==> src/rtl/wb_b3_burst_master.sv <==
// Wishbone B3 registered-feedback incrementing burst master (1..2^MAX_BURST_LOG2 beats).
// Write bursts start only once all their data sits in the local FIFO, so stb never drops mid-burst.
module wb_b3_burst_fifo #(
   parameter int DW = 32,
   parameter int LW = 4
) (
   input  logic          clk,
   input  logic          rst_n,
   input  logic          i_push,
   input  logic [DW-1:0] i_dat,
   input  logic          i_pop,
   input  logic          i_flush,
   output logic [DW-1:0] o_head,
   output logic [LW:0]   o_cnt
);
   logic [DW-1:0] r_mem [2**LW];
   logic [LW-1:0] r_wp;
   logic [LW-1:0] r_rp;
   logic [LW:0]   r_cnt;

   always_ff @(posedge clk) begin
      if (i_push) r_mem[r_wp] <= i_dat;
   end

   always_ff @(posedge clk or negedge rst_n) begin
      if (!rst_n) begin
         r_wp  <= '0;
         r_rp  <= '0;
         r_cnt <= '0;
      end else if (i_flush) begin
         r_wp  <= '0;
         r_rp  <= '0;
         r_cnt <= '0;
      end else begin
         if (i_push) r_wp <= r_wp + LW'(1);
         if (i_pop)  r_rp <= r_rp + LW'(1);
         case ({i_push, i_pop})
            2'b10:   r_cnt <= r_cnt + (LW+1)'(1);
            2'b01:   r_cnt <= r_cnt - (LW+1)'(1);
            default: r_cnt <= r_cnt;
         endcase
      end
   end

   assign o_head = r_mem[r_rp];
   assign o_cnt  = r_cnt;
endmodule

module wb_b3_burst_master #(
   parameter int AW             = 32,
   parameter int DW             = 32,
   parameter int MAX_BURST_LOG2 = 4,
   parameter int MAX_RETRY      = 15
) (
   input  logic                      wb_clk_i,
   input  logic                      wb_rst_n_i,
   input  logic                      cmd_valid_i,
   output logic                      cmd_ready_o,
   input  logic                      cmd_we_i,
   input  logic [AW-1:0]             cmd_adr_i,
   input  logic [MAX_BURST_LOG2-1:0] cmd_len_i,
   input  logic [DW-1:0]             wdat_i,
   input  logic                      wdat_valid_i,
   output logic                      wdat_ready_o,
   output logic [DW-1:0]             rdat_o,
   output logic                      rdat_valid_o,
   output logic                      done_o,
   output logic                      err_o,
   output logic [AW-1:0]             wbm_adr_o,
   output logic [DW-1:0]             wbm_dat_o,
   output logic [DW/8-1:0]           wbm_sel_o,
   output logic                      wbm_we_o,
   output logic                      wbm_cyc_o,
   output logic                      wbm_stb_o,
   output logic [2:0]                wbm_cti_o,
   output logic [1:0]                wbm_bte_o,
   input  logic [DW-1:0]             wbm_dat_i,
   input  logic                      wbm_ack_i,
   input  logic                      wbm_err_i,
   input  logic                      wbm_rty_i
);
   localparam int LW = MAX_BURST_LOG2;
   localparam int CW = LW + 1;
   localparam int RW = $clog2(MAX_RETRY + 1);
   localparam logic [AW-1:0] STEP = AW'(DW / 8);
   localparam logic [2:0] CTI_INC = 3'b010;
   localparam logic [2:0] CTI_END = 3'b111;

   typedef enum logic [1:0] {S_IDLE, S_WFILL, S_BURST, S_RGAP} state_t;

   state_t        r_state;
   logic [AW-1:0] r_adr;
   logic [LW-1:0] r_len;
   logic          r_we;
   logic [CW-1:0] r_beats;
   logic [RW-1:0] r_rty;
   logic          r_cyc;
   logic          r_stb;
   logic [2:0]    r_cti;
   logic          r_done;
   logic          r_err;
   logic          r_rdat_vld;
   logic [DW-1:0] r_rdat;
   logic          r_cmd_rdy;
   logic          r_wdat_rdy;

   logic          w_push;
   logic          w_pop;
   logic          w_fail;
   logic          w_flush;
   logic [DW-1:0] w_head;
   logic [CW-1:0] w_cnt;
   logic [CW-1:0] w_cnt_nxt;
   logic [CW-1:0] w_need;

   // Responses only count while stb is up; an exhausted retry budget turns rty into err.
   assign w_fail    = r_stb & (wbm_err_i | (wbm_rty_i & (r_rty == RW'(MAX_RETRY))));
   assign w_flush   = w_fail;
   assign w_pop     = r_stb & r_we & wbm_ack_i & ~wbm_rty_i & ~w_fail;
   assign w_push    = wdat_valid_i & r_wdat_rdy;
   assign w_cnt_nxt = w_cnt + CW'(w_push);
   assign w_need    = CW'(r_len) + CW'(1);

   wb_b3_burst_fifo #(.DW(DW), .LW(LW)) u_wfifo (
      .clk     (wb_clk_i),
      .rst_n   (wb_rst_n_i),
      .i_push  (w_push),
      .i_dat   (wdat_i),
      .i_pop   (w_pop),
      .i_flush (w_flush),
      .o_head  (w_head),
      .o_cnt   (w_cnt)
   );

   always_ff @(posedge wb_clk_i or negedge wb_rst_n_i) begin
      if (!wb_rst_n_i) begin
         r_state    <= S_IDLE;
         r_adr      <= '0;
         r_len      <= '0;
         r_we       <= 1'b0;
         r_beats    <= '0;
         r_rty      <= '0;
         r_cyc      <= 1'b0;
         r_stb      <= 1'b0;
         r_cti      <= 3'b000;
         r_done     <= 1'b0;
         r_err      <= 1'b0;
         r_rdat_vld <= 1'b0;
         r_rdat     <= '0;
         r_cmd_rdy  <= 1'b0;
         r_wdat_rdy <= 1'b0;
      end else begin
         r_done     <= 1'b0;
         r_err      <= 1'b0;
         r_rdat_vld <= 1'b0;
         case (r_state)
            S_IDLE: begin
               r_cmd_rdy <= 1'b1;
               if (cmd_valid_i && r_cmd_rdy) begin
                  r_cmd_rdy <= 1'b0;
                  r_adr     <= cmd_adr_i;
                  r_len     <= cmd_len_i;
                  r_we      <= cmd_we_i;
                  r_beats   <= CW'(cmd_len_i) + CW'(1);
                  r_rty     <= '0;
                  if (cmd_we_i) begin
                     r_state    <= S_WFILL;
                     r_wdat_rdy <= 1'b1;
                  end else begin
                     r_state <= S_BURST;
                     r_cyc   <= 1'b1;
                     r_stb   <= 1'b1;
                     r_cti   <= (cmd_len_i == '0) ? CTI_END : CTI_INC;
                  end
               end
            end
            S_WFILL: begin
               // Ready is registered, so it looks one push ahead to never overfill.
               if (w_cnt_nxt == w_need) begin
                  r_wdat_rdy <= 1'b0;
                  r_state    <= S_BURST;
                  r_cyc      <= 1'b1;
                  r_stb      <= 1'b1;
                  r_cti      <= (r_len == '0) ? CTI_END : CTI_INC;
               end else begin
                  r_wdat_rdy <= 1'b1;
               end
            end
            S_BURST: begin
               if (w_fail) begin
                  r_cyc     <= 1'b0;
                  r_stb     <= 1'b0;
                  r_err     <= 1'b1;
                  r_cmd_rdy <= 1'b1;
                  r_state   <= S_IDLE;
               end else if (r_stb && wbm_rty_i) begin
                  r_cyc   <= 1'b0;
                  r_stb   <= 1'b0;
                  r_rty   <= r_rty + RW'(1);
                  r_state <= S_RGAP;
               end else if (r_stb && wbm_ack_i) begin
                  if (!r_we) begin
                     r_rdat_vld <= 1'b1;
                     r_rdat     <= wbm_dat_i;
                  end
                  if (r_beats > CW'(1)) begin
                     r_adr   <= r_adr + STEP;
                     r_beats <= r_beats - CW'(1);
                     r_cti   <= (r_beats > CW'(2)) ? CTI_INC : CTI_END;
                  end else begin
                     r_cyc     <= 1'b0;
                     r_stb     <= 1'b0;
                     r_done    <= 1'b1;
                     r_cmd_rdy <= 1'b1;
                     r_state   <= S_IDLE;
                  end
               end
            end
            S_RGAP: begin
               r_state <= S_BURST;
               r_cyc   <= 1'b1;
               r_stb   <= 1'b1;
               r_cti   <= (r_beats > CW'(1)) ? CTI_INC : CTI_END;
            end
            default: r_state <= S_IDLE;
         endcase
      end
   end

   assign cmd_ready_o  = r_cmd_rdy;
   assign wdat_ready_o = r_wdat_rdy;
   assign rdat_o       = r_rdat;
   assign rdat_valid_o = r_rdat_vld;
   assign done_o       = r_done;
   assign err_o        = r_err;
   assign wbm_adr_o    = r_adr;
   assign wbm_dat_o    = (w_cnt == '0) ? '0 : w_head;
   assign wbm_sel_o    = '1;
   assign wbm_we_o     = r_we;
   assign wbm_cyc_o    = r_cyc;
   assign wbm_stb_o    = r_stb;
   assign wbm_cti_o    = r_cti;
   assign wbm_bte_o    = 2'b00;
endmodule

==> config.mk <==
export PLATFORM = sky130hd
export DESIGN_NAME = wb_b3_burst_master
export DESIGN_NICKNAME = d
export VERILOG_FILES = /design/src/rtl/wb_b3_burst_master.sv
export SDC_FILE = /design/constraint.sdc
export NUM_CORES = 1
export LEC_CHECK = 0
export CORE_UTILIZATION = 30
export CTS_CLUSTER_DIAMETER = 60
export DETAILED_ROUTE_END_ITERATION = 8
export HOLD_SLACK_MARGIN = 0.1
export PLACE_DENSITY = 0.59
export SLEW_MARGIN = 20
export SYNTH_ARGS = -nofsm -noshare
export SYNTH_HDL_FRONTEND = slang
export SYNTH_SLANG_ARGS = --single-unit
==> constraint.sdc <==
create_clock -name wb_clk_i -period 3.4 [get_ports wb_clk_i]
set_input_delay 0.34 -clock wb_clk_i [delete_from_list [all_inputs] [get_ports wb_clk_i]]
set_output_delay 0.34 -clock wb_clk_i [all_outputs]
set_load 0.01 [all_outputs]
==> flow_summary.ini <==
[run_status]
status = complete, no violations

[critical_path]
timing.rr.end = u_wfifo.o_cnt[4]$_DFFE_PN0P_
crit_slowest_cell = clkdlybuf4s50_1
endpoint_kind = output port
critical_path.top_delay_family = buffers and inverters
worst_path_largest_cell_delay_ns = 0.52
crit_start = u_wfifo.r_rp[0]$_DFFE_PN0P_
cp.buffers_inverters = 3
crit_arrival_ns = 2.96
critPathKind = flop to output port
rrSetupSlack_ns = 0.62
timing.rr.start = r_rty[0]$_DFFE_PN0P_
start_kind = flop
crit_chain = buf_12 -> bufbuf_16 -> mux2i_1 -> o22ai_2 -> o32a_1 -> nand2_1 -> a21oi_1 -> clkdlybuf4s50_1
r2r_cells = 12
worstPathRequired_ns = 3.06
crit_fanout = 19

[yosys]
synth_top_family_by_area = multiplexers
synth_top_cell_by_area = edfxtp_1
yosys-top-cells-area = edfxtp_1 (61%), dfrtp_1 (10%), mux4_2 (5.7%)
synthSimpleGateAreaFrac_pct = 4.14
netlist_instances = 1542
ys_warn_count = 0
synth-edff-count = 512
syn_area_per_cell_sq_um = 16.4
ys_ff_latch = 613
yosys.area_share.xor_xnor_pct = 0.780
synthesis.area_sq_um = 25300
synth_async_sr_flop_share_pct = 16.5
synth_top_cell_area_share_pct = 60.7
ys_seq_area_share_pct = 70.6
synth_mux_area_share_pct = 12.5
synth_cell_type_count = 65
synth_common_cells = edfxtp_1 (512), mux2i_1 (131), dfrtp_1 (101)
synth_adder_area_share_pct = 0.938
synth_compound_area_share_pct = 8.50
ys.flop_type = edfxtp_1
yosysMostFrequentCell = edfxtp_1

[placed_design]
place_area_sq_um = 29100
portBuffers = 214
routabilityCongestion = 0.814
hpwl_microns = 37800

[clock_network]
cts.sinks = 613
clkTransAtPathRegs_ns = 0.06
clockBufferDepth = 3
root_buffer = clkbuf_16
cts_buffers = 71
htree_levels = 3
insertion_delay_ns = 0.63
cts_tree = yes

[drt]
drc = 0
firstDrtPassIters = 5
ant_nets = 0
vias = 14819
drt_iter0_drc = 955
avgViaCountPerCell = 4.95
wirelength_microns = 65300
wire_per_inst_microns = 21.8

[finish]
utilization_pct = 38.0
design_area_sq_um = 31800
layout-drive-gt1-share_pct = 18.4
fillers = 7748
area_growth_pct = 25.6
nNetsFinal = 1932

[power_and_ir_drop]
comb_power_share_pct = 29.6
p_sw_share_pct = 30.2
leakage_nw = 10.6
ir_worst_vdd_uv = 392
p_clk_share_pct = 30.6
pwr_density_cell_nw_per_um2 = 769
p_switching_mw = 7.40
p_int_mw = 17.1
seqPwrFrac_pct = 39.8

[timing]
finalMaxSlewViolations = 0
finalSetupViolCount = 0
rsz0062_at_grt = yes
fin_hold_ws_ns = 0.280
fmax_ghz = 0.303
finalCriticalPeriod_ns = 3.30
worst_pin_slew_ns = 0.736
finalHoldViolCount = 0
worst_clock_skew_ns = 0.0459
min_period_over_period_pct = 97.2
slew_headroom_pct = 50.8

[floorplan]
start_util_pct = 30.3
die-height_microns = 293
rows = 106
dieArea_sq_um = 85700
die_width_microns = 293
core_sq_um = 83700
ios = 221

[grt]
grt_pass1_vias = 15482
grt_pass1_wl_microns = 97500
grt_usage_pct = 15.1
globalRoute.totalOverflow = 0
grt_max_degree = 53
antenna_found_initial = 3

[hold_path]
min_path_type = primary input to asynchronous set/reset pin

[flow_run]
maxCapViolCount = 0
-- worst max path at each step --
stage / end / cells past startpoint / slack [ns]
3_3_place_gp: wbm_dat_o[2] / 7 / 0.28
4_1_cts: wbm_dat_o[5] / 7 / 0.0005
5_1_grt: wbm_dat_o[4] / 8 / -0.03
3_5_place_dp: wbm_dat_o[30] / 6 / 0.25
2_1_floorplan: u_wfifo.o_cnt[4]$_DFFE_PN0P_ / 14 / 0.43
6_report: wbm_dat_o[12] / 8 / 0.1
-- routing by layer --
metal  GRT usage (%)  vias to the layer above  share of wire (%)
met1            19.3                     7583                 43
met3            3.74                       86                6.5
met4            3.58                        6                1.7
met2            25.6                      453                 49
li1                -                     6691                  -
met5               0                        -              0.055
-- sequential cells by signal (all words and copies together), names as in the netlist, 2 cells and up --
register	count
r_len	4
wbm_adr_o	32
u_wfifo.r_mem	512
wbm_cti_o	2
r_rty	4
u_wfifo.o_cnt	5
r_state	2
r_beats	5
rdat_o	32
u_wfifo.r_rp	4
u_wfifo.r_wp	4
-- timing repair --
item,in CTS,in global routing
pin swaps,0,1
resized for setup,28,23
gates cloned,3,1
endpoints found under the setup margin,32,23
hold endpoints to repair,43,0
hold buffers,1,0
setup buffers,5,7
-- logic make-up after synthesis --
group                    count (synthesis)
flip-flops                             613
AO/OA/AOI/OAI                          317
multiplexers                           232
AND/OR/NAND/NOR                        213
buffers and inverters                  125
XOR/XNOR                                21
adder cells (fa/ha/maj)                 19
other                                    2
-- layout make-up --
cell class | count | area [sq um] | area share [%]
Clock buffer | 81 | 1860 | 5.83
Timing Repair Buffer | 291 | 3100 | 9.74
Tap cell | 1134 | 1420 | 4.46
Clock inverter | 46 | 479 | 1.51
Sequential cell | 613 | 17900 | 56.3
Multi-Input combinational cell | 809 | 6980 | 21.9
Inverter | 19 | 71.3 | 0.224
Antenna cell | 2 | 5.00 | 0.0157
-- cells in the final DEF (no fill, tap or decap), types with 7 or more instances in the layout --
master,n
a21oi_1,65
a21oi_2,15
a2bb2oi_1,7
a31oi_1,7
and2_2,12
and3_1,14
buf_12,14
buf_4,51
clkbuf_1,7
clkbuf_16,72
clkdlybuf4s50_1,199
clkinv_1,12
clkinv_2,11
dfrtp_1,97
dlymetal6s2s_1,8
edfxtp_1,512
ha_1,19
inv_1,19
mux2_2,37
mux2i_1,131
mux4_2,64
nand2_1,72
nand3_1,32
nand4_1,9
nor2_1,30
o21ai_0,61
o21ai_1,12
o221ai_1,26
o22ai_1,39
o32a_1,34
xnor2_1,8
xor2_1,12
-- power by group through the flow --
| stage | combinational [mW] | sequential [mW] | clock (mW) |
|---|---|---|---|
| floorplan | 3.95 | 9.82 | 0 |
| global placement | 6.87 | 9.83 | 0 |
| detailed placement | 6.95 | 9.86 | 0 |
| CTS | 7.15 | 9.74 | 7.68 |
| global route | 7.83 | 9.84 | 7.95 |
| finish | 7.24 | 9.74 | 7.49 |
-- per-stage QoR --
stage,cells,power [mW],TNS [ns],setup slack [ns]
4_1_cts,2985,24.6,0,0.000509
6_report,2995,24.5,0,0.0963
3_5_place_dp,2849,16.8,0,0.249
5_1_grt,2993,25.6,-0.0280,-0.0267
2_1_floorplan,1546,13.8,0,0.430
3_3_place_gp,2849,16.7,0,0.278
No activity file was read; power rests on OpenSTA's default activity.
